### src/rtl/ram_bridge.sv
// Word-to-byte bridge: turns one 32-bit ALU read/write into four little-endian
// byte accesses on a registered-read synchronous RAM, then returns a one-cycle ack.
module ram_bridge #(
  parameter int ADDR_WIDTH = 11
) (
  input  logic                  clk,
  input  logic                  reset,
  input  logic [31:0]           ramAddress,
  input  logic [31:0]           ramOut,
  input  logic                  readReq,
  input  logic                  writeReq,
  output logic [31:0]           ramValue,
  output logic                  readAck,
  output logic                  writeAck,
  output logic                  busy,
  output logic [ADDR_WIDTH-1:0] memAddr,
  output logic [7:0]            memWData,
  output logic                  memWe,
  input  logic [7:0]            memRData
);

  // state | meaning
  // IDLE  | waiting for a request; RAM port parked at zero
  // RD    | issuing byte reads base+idx; captures lane idx-1 (RAM read is one cycle late)
  // RDL   | captures lane 3, publishes ramValue, raises readAck
  // WR    | writing byte idx of the latched word to base+idx
  // ACK   | ack pulse cycle; requests not sampled
  typedef enum logic [2:0] {
    S_IDLE,
    S_RD,
    S_RDL,
    S_WR,
    S_ACK
  } state_t;

  state_t                r_state;
  logic [ADDR_WIDTH-1:0] r_base;
  logic [31:0]           r_wdata;
  logic [1:0]            r_idx;
  logic [23:0]           r_asm;

  logic [1:0]            w_idx_next;
  logic [ADDR_WIDTH-1:0] w_addr_next;
  logic [7:0]            w_wbyte_next;
  logic                  w_unused_addr;

  assign w_idx_next    = r_idx + 2'd1;
  assign w_addr_next   = r_base + ADDR_WIDTH'(w_idx_next);
  assign w_unused_addr = ^ramAddress[31:ADDR_WIDTH];

  always_comb begin
    w_wbyte_next = 8'h00;
    case (w_idx_next)
      2'd0: w_wbyte_next = r_wdata[7:0];
      2'd1: w_wbyte_next = r_wdata[15:8];
      2'd2: w_wbyte_next = r_wdata[23:16];
      2'd3: w_wbyte_next = r_wdata[31:24];
      default: w_wbyte_next = 8'h00;
    endcase
  end

  always_ff @(posedge clk or negedge reset) begin
    if (!reset) begin
      r_state  <= S_IDLE;
      r_base   <= '0;
      r_wdata  <= '0;
      r_idx    <= '0;
      r_asm    <= '0;
      ramValue <= '0;
      readAck  <= 1'b0;
      writeAck <= 1'b0;
      busy     <= 1'b0;
      memAddr  <= '0;
      memWData <= '0;
      memWe    <= 1'b0;
    end else begin
      readAck  <= 1'b0;
      writeAck <= 1'b0;
      case (r_state)
        S_IDLE: begin
          // Write has priority; a simultaneous read is dropped, not queued.
          if (writeReq || readReq) begin
            r_base   <= ramAddress[ADDR_WIDTH-1:0];
            r_wdata  <= ramOut;
            r_idx    <= 2'd0;
            busy     <= 1'b1;
            memAddr  <= ramAddress[ADDR_WIDTH-1:0];
            if (writeReq) begin
              r_state  <= S_WR;
              memWData <= ramOut[7:0];
              memWe    <= 1'b1;
            end else begin
              r_state  <= S_RD;
            end
          end
        end
        S_RD: begin
          case (r_idx)
            2'd1: r_asm[7:0]   <= memRData;
            2'd2: r_asm[15:8]  <= memRData;
            2'd3: r_asm[23:16] <= memRData;
            default: ;
          endcase
          r_idx <= w_idx_next;
          if (r_idx == 2'd3) begin
            r_state <= S_RDL;
            memAddr <= '0;
          end else begin
            memAddr <= w_addr_next;
          end
        end
        S_RDL: begin
          ramValue <= {memRData, r_asm};
          readAck  <= 1'b1;
          r_state  <= S_ACK;
        end
        S_WR: begin
          r_idx <= w_idx_next;
          if (r_idx == 2'd3) begin
            memWe    <= 1'b0;
            memAddr  <= '0;
            memWData <= '0;
            writeAck <= 1'b1;
            r_state  <= S_ACK;
          end else begin
            memAddr  <= w_addr_next;
            memWData <= w_wbyte_next;
          end
        end
        S_ACK: begin
          busy    <= 1'b0;
          r_state <= S_IDLE;
        end
        default: begin
          busy    <= 1'b0;
          memWe   <= 1'b0;
          memAddr <= '0;
          r_state <= S_IDLE;
        end
      endcase
    end
  end

endmodule

### config.mk
export PLATFORM = sky130hd
export DESIGN_NAME = ram_bridge
export DESIGN_NICKNAME = d
export VERILOG_FILES = /design/src/rtl/ram_bridge.sv
export SDC_FILE = /design/constraint.sdc
export NUM_CORES = 1
export LEC_CHECK = 0
export BUFFER_PORTS_ARGS = -buffer_cell sky130_fd_sc_hd__buf_2
export CAP_MARGIN = 20
export CORE_AREA = 2 2 137 125
export CTS_CLUSTER_SIZE = 28
export DETAILED_ROUTE_END_ITERATION = 8
export DIE_AREA = 0 0 139 127
export PLACE_DENSITY = 0.53
export SKIP_LAST_GASP = 1
export SYNTH_ARGS = -nofsm -noshare
export SYNTH_HDL_FRONTEND = slang
export SYNTH_SLANG_ARGS = --single-unit
### constraint.sdc
create_clock -name clk -period 1.9 [get_ports clk]
set_input_delay 0.19 -clock clk [delete_from_list [all_inputs] [get_ports clk]]
set_output_delay 0.19 -clock clk [all_outputs]
set_load 0.01 [all_outputs]
# After elaboration in Yosys (flattened, before gate mapping)
# Index checks and enable logic that the tools add are counted.
[word_totals] latchBits=0 inputBits=76 output_inout_bits=55 mem_bits_rw=0 rom_bits=0 reg_bits=127 mem_count=0 word_cells=76
[classes] n_mul=0 add_sub_neg=2 shift=0 bitwise_logic=3 magnitude_cmp=0 n_reduce_logical=19 n_eq_ne=14 n_mux=24 div_mod_pow=0
[ops] op="case mux 11 bit (3 select lines)" count=1
[ops] op="case mux 8 bit (4 select lines)" count=1
[ops] op="two-way mux 8 bit" count=3
[ops] op="two-way mux 11 bit" count=2
[ops] op="case mux 8 bit (2 select lines)" count=1
[ops] op="AND reduction 2 bit" count=7
[ops] op="case mux 3 bit (4 select lines)" count=1
[ops] op="adder 11 x 2 -> 11 bit" count=1
[ops] op="two-way mux 3 bit" count=3
[ops] op="== test 2 bit (second input constant)" count=4
[ops] op="inequality test 2 bit (second input constant)" count=4
[ops] op="two-way mux 1 bit" count=7
[ops] op="== test 3 x 2 -> 1 bit (second input constant)" count=2
[ops] op="AND reduction 3 bit" count=2
[ops] op="OR reduction 3 bit" count=2
[ops] op="== test 2 x 1 -> 1 bit (second input constant)" count=2
[ops] op="two-way mux 2 bit" count=2
[ops] op="case mux 2 bit (2 select lines)" count=1
[ops] op="AND reduction 4 bit" count=1
[ops] op="nonzero test 2 bit" count=2
[ops] op="OR reduction 2 bit" count=2
[ops] op="== test 3 x 1 -> 1 bit (second input constant)" count=1
[ops] op="== test 3 bit (second input constant)" count=1
[ops] op="logical NOT 3 bit" count=1
[ops] op="6 further kinds" count=8

# Logic depth before layout (Yosys ltp)
[logic_depth] word_depth=5 mapped_depth=7 ltp_nobuf=7

# Worst setup path after synthesis
# No wires, ideal clock.
[synth_timing] path_type="flip-flop to flip-flop" startpoint="reg r_idx[0]" endpoint="reg memAddr[2]" setup_slack_ps=117 arrival_ps=1655 period_less_slack_ps=1783 setup_time_ps=128 required_time_ps=1772 stages_incl_launch_ff=7 n_path_buf=0 cell_sequence="dfrtp_1 -> inv_1 -> ha_1 -> fa_1 -> xor2_1 -> a22oi_1 -> o21ai_0"
[synth_between] elab_chain_len=4 elab_cells_between_ends=5 cone_classes="add/sub: 2; eq/ne: 1; mux: 2"
[synth_lines] item="from (decl)" line_no="39" text="logic [1:0] r_idx;"
[synth_lines] item="from (signal assigned)" line_no="104" text="r_idx <= w_idx_next;"
[synth_lines] item="from (signal assigned)" line_no="118" text="r_idx <= w_idx_next;"
[synth_lines] item="adder 2 x 1 -> 2 bit" line_no="47" text="assign w_idx_next = r_idx + 2'd1;"
[synth_lines] item="adder 11 x 2 -> 11 bit" line_no="48" text="assign w_addr_next = r_base + ADDR_WIDTH'(w_idx_next);"
[synth_lines] item="two-way mux 11 bit *" line_no="105, 119"
[synth_lines] item="case mux 11 bit (3 select lines) *" line_no="79" text="case (r_state)"
[synth_lines] item="to (signal assigned)" line_no="87" text="memAddr <= ramAddress[ADDR_WIDTH-1:0];"
[synth_lines] item="to (signal assigned)" line_no="109" text="memAddr <= w_addr_next;"
[synth_lines] item="to (signal assigned)" line_no="126" text="memAddr <= w_addr_next;"
[synth_lines] item="to (decl)" line_no="16" text="output logic [ADDR_WIDTH-1:0] memAddr,"
# Mark *: on every way between the ends. The rest lies on a longest branch, timed or not.
# A chain may end at the register's enable or synchronous reset.

# Final worst setup path
[layout_timing] startpoint="reg r_idx[1]" endpoint="reg memAddr[5]"
# The elaborated chain is that of the path after synthesis.

==> flow_summary.yaml <==
min_path:
  hold_path.class: "primary input to register"
global_routing:
  grt_pass1_vias: 3792
  grt_pass1_wl_mm: 19.5
  antenna_found_initial: 0
  grt_max_degree: 51
  grtUsageTotal_pct: 14.2
  overflow: 0
power_and_ir_drop:
  leakage_nw: 3.27
  p_int_mw: 8.00
  power.density_mw_per_mm2: 1790
  switching_share_pct: 34.7
  finalPower_mw: 12.3
  pwr-share-comb_pct: 38.7
  ir_worst_vdd_mv: 0.795
  pwr-share-seq_pct: 37.5
  switchingPower_mw: 4.25
  pwr-share-clk_pct: 23.8
clock_network:
  clk_path_buf_depth: 2
  clk_pin_slew_ns: 0.05
  clk_latency_ns: 0.41
  numClockSinks: 119
  numCtsBuffers: 17
  cts_setup_buffers: 0
  clockRootBuffer: "clkbuf_16"
  cts_max_level: 4
  cts_tree: "done"
place:
  hpwl_mm: 8.04
  place_inst: 735
  post-place-ws_ns: -0.0364
  io_buffers: 109
  place_congestion: 0.771
sta:
  setup_viol: 0
  period_minus_slack_ns: 1.82
  tightest_slew_ns: 0.505
  clock_skew_ns: 0.00688
  fin_ws_ns: 0.0798
  fin_tns_setup_ns: 0
  slew_headroom_pct: 66.3
  fmax_ghz: 0.549
  finalMaxSlewViolations: 0
  rsz0062_at_grt: "yes"
  hold_viol_final: 0
  min_period_over_period_pct: 95.8
synthesis:
  syn-cell-area_mm2: 0.00510
  synth_ff_type: "dfrtp_1"
  ys_types: 37
  synth_xor_area_share_pct: 1.72
  synth_top_family_by_area: "multiplexers"
  async_reset_ff_share_pct: 100
  netlist_instances: 427
  yosysWarningCount: 0
  synth_top_area_share_pct: 58.4
  synth_mux_area_share_pct: 13.4
  synth_compound_area_share_pct: 8.03
  synthesis.nets: 510
  synth_top_cells_by_area: "dfrtp_1 58%, nand2_1 9.8%, mux2_2 9.3%, mux2_4 4.1%, a222oi_1 1.6%"
  yosysSeqAreaShare_pct: 58.4
  synth-seq-cells: 119
  synth_edf_count: 0
  avgSynthCellArea_um2: 11.9
  synth-simple-area-share_pct: 13.0
  yosys.area.top_type: "dfrtp_1"
  yosys-top-cells-count: "133 x nand2_1, 119 x dfrtp_1, 42 x mux2_2"
  yosysMostFrequentCell: "nand2_1"
  synthAdderAreaFrac_pct: 1.87
job:
  max-cap-violations: 0
critical_path:
  crit_type: "register to register"
  cpMostUsedCell: "ha_1"
  crit_slowest_cell: "dfrtp_1"
  crit_chain: "inv_1, ha_1, ha_1, a21o_1, nand4_1, xor2_1, o211ai_1"
  cp-start-kind: "register"
  end_kind: "register"
  crit_path_max_fanout: 4
  worstPathArrival_ns: 2.15
  required_ns: 2.23
  cpPeakStageDelay_ns: 0.39
routing:
  detail_route.iter0.violations: 239
  drc: 0
  vias: 3673
  vias_per_cell: 4.58
  postRouteAntennaNets: 0
  finalWirelength_mm: 11.8
  drtPass1Iterations: 6
  avgRoutedWirePerCell_um: 14.8
layout:
  drive_gt1_share_pct: 37.0
  fillers: 1575
  syn_to_final_growth_pct: 34.4
  fin_util_pct: 42.6
  nNetsFinal: 666
  diodes: 0
  instances_no_fill: 802
die:
  core_area_mm2: 0.0161
  rows: 44
  dieHeight_um: 127
  ios: 131
  initial_core_util_pct: 31.7
  die_w_um: 139
  dieArea_mm2: 0.0177
status:
  status: "complete, no violations"
final cells by class:
cell class	count	area (um2)	share of cell area, %
clock buffer	23	498	7.27
sequential	119	2980	43.5
clock inverter	8	47.5	0.694
tap	207	259	3.78
timing repair buffer	159	1100	16.1
multi-input combinational	281	1950	28.4
inverter	5	18.8	0.274
layout by cell type, fill, tap and decap left out, types with 9 or more instances in the layout:
cell | netlist | routed
nand2_1 | 133 | 133
dfrtp_1 | 119 | 119
buf_2 | 6 | 108
mux2_2 | 42 | 42
dlygate4sd3_1 | 0 | 36
clkbuf_16 | 0 | 17
mux2_4 | 14 | 14
o21ai_0 | 12 | 12
xor2_1 | 9 | 9
a2bb2oi_1 | 9 | 9
worst max-delay path, delay by kind of cell (launching register included):
| family | cells | cell delay [ns] |
|---|---|---|
| compound gates | 2 | 0.35 |
| xor+xnor | 1 | 0.16 |
| fa+ha+maj | 2 | 0.62 |
| buf+inv | 1 | 0.08 |
| flops | 1 | 0.39 |
| simple gates | 1 | 0.13 |
cell families after synthesis:
kind of cell / Yosys count
AND/OR/NAND/NOR: 153
flip-flops: 119
multiplexers: 56
AO/OA/AOI/OAI: 55
buffers and inverters: 27
XOR/XNOR: 10
adder cells (fa/ha/maj): 7
sequential cells by signal (all words and copies together) (netlist names):
signal,flops
r_base,11
r_asm,24
memWe,1
busy,1
ramValue,32
r_idx,2
readAck,1
memWData,8
writeAck,1
r_state,3
memAddr,11
r_wdata,24
path summary, 6_finish.rpt:
check / to / from / cells after the start / slack [ns]
worst max-delay path: memAddr[5]$_DFFE_PN0P_ / r_idx[1]$_DFFE_PN0P_ / 7 / 0.08
worst min-delay path: r_asm[3]$_DFFE_PN0P_ / memRData[3] / 2 / 0.05
worst max register to register: memAddr[5]$_DFFE_PN0P_ / r_idx[1]$_DFFE_PN0P_ / 7 / 0.08
worst min register to register: busy$_DFFE_PN0P_ / busy$_DFFE_PN0P_ / 1 / 0.48
max in group asynchronous: r_idx[0]$_DFFE_PN0P_ / reset / 3 / 1.00
min in group asynchronous: ramValue[4]$_DFFE_PN0P_ / reset / 2 / 0.27
power by group through the flow:
stage	clock network, mW	logic, mW	registers [mW]
2_1_floorplan	0	3.09	4.67
3_3_place_gp	0	4.67	4.57
3_5_place_dp	0	4.77	4.63
4_1_cts	3.00	4.84	4.60
5_1_grt	3.13	5.27	4.77
6_report	2.91	4.75	4.59
layer usage:
metal / vias up / global-route usage (%) / wire length (um)
met5: - / 0 / 0
met4: 0 / 5.17 / 159
met3: 12 / 4.16 / 605
met2: 104 / 21.8 / 5350
met1: 1778 / 19.2 / 5730
li1: 1779 / - / -
metrics by stage:
stage	hold WS (ns)	instance area, um2
finish	0.0544	6850
global route	0.0496	6850
CTS	0.0322	6840
detailed placement	0.165	5940
global placement	0.159	5940
floorplan	-0.106	5100
repair_timing:
action	CTS	global route
pin swaps	1	1
resized for setup	1	2
hold buffers	36	0
endpoints found under the setup margin	1	5
endpoints found under the hold margin	64	0
(Power assumes the default switching activity.)
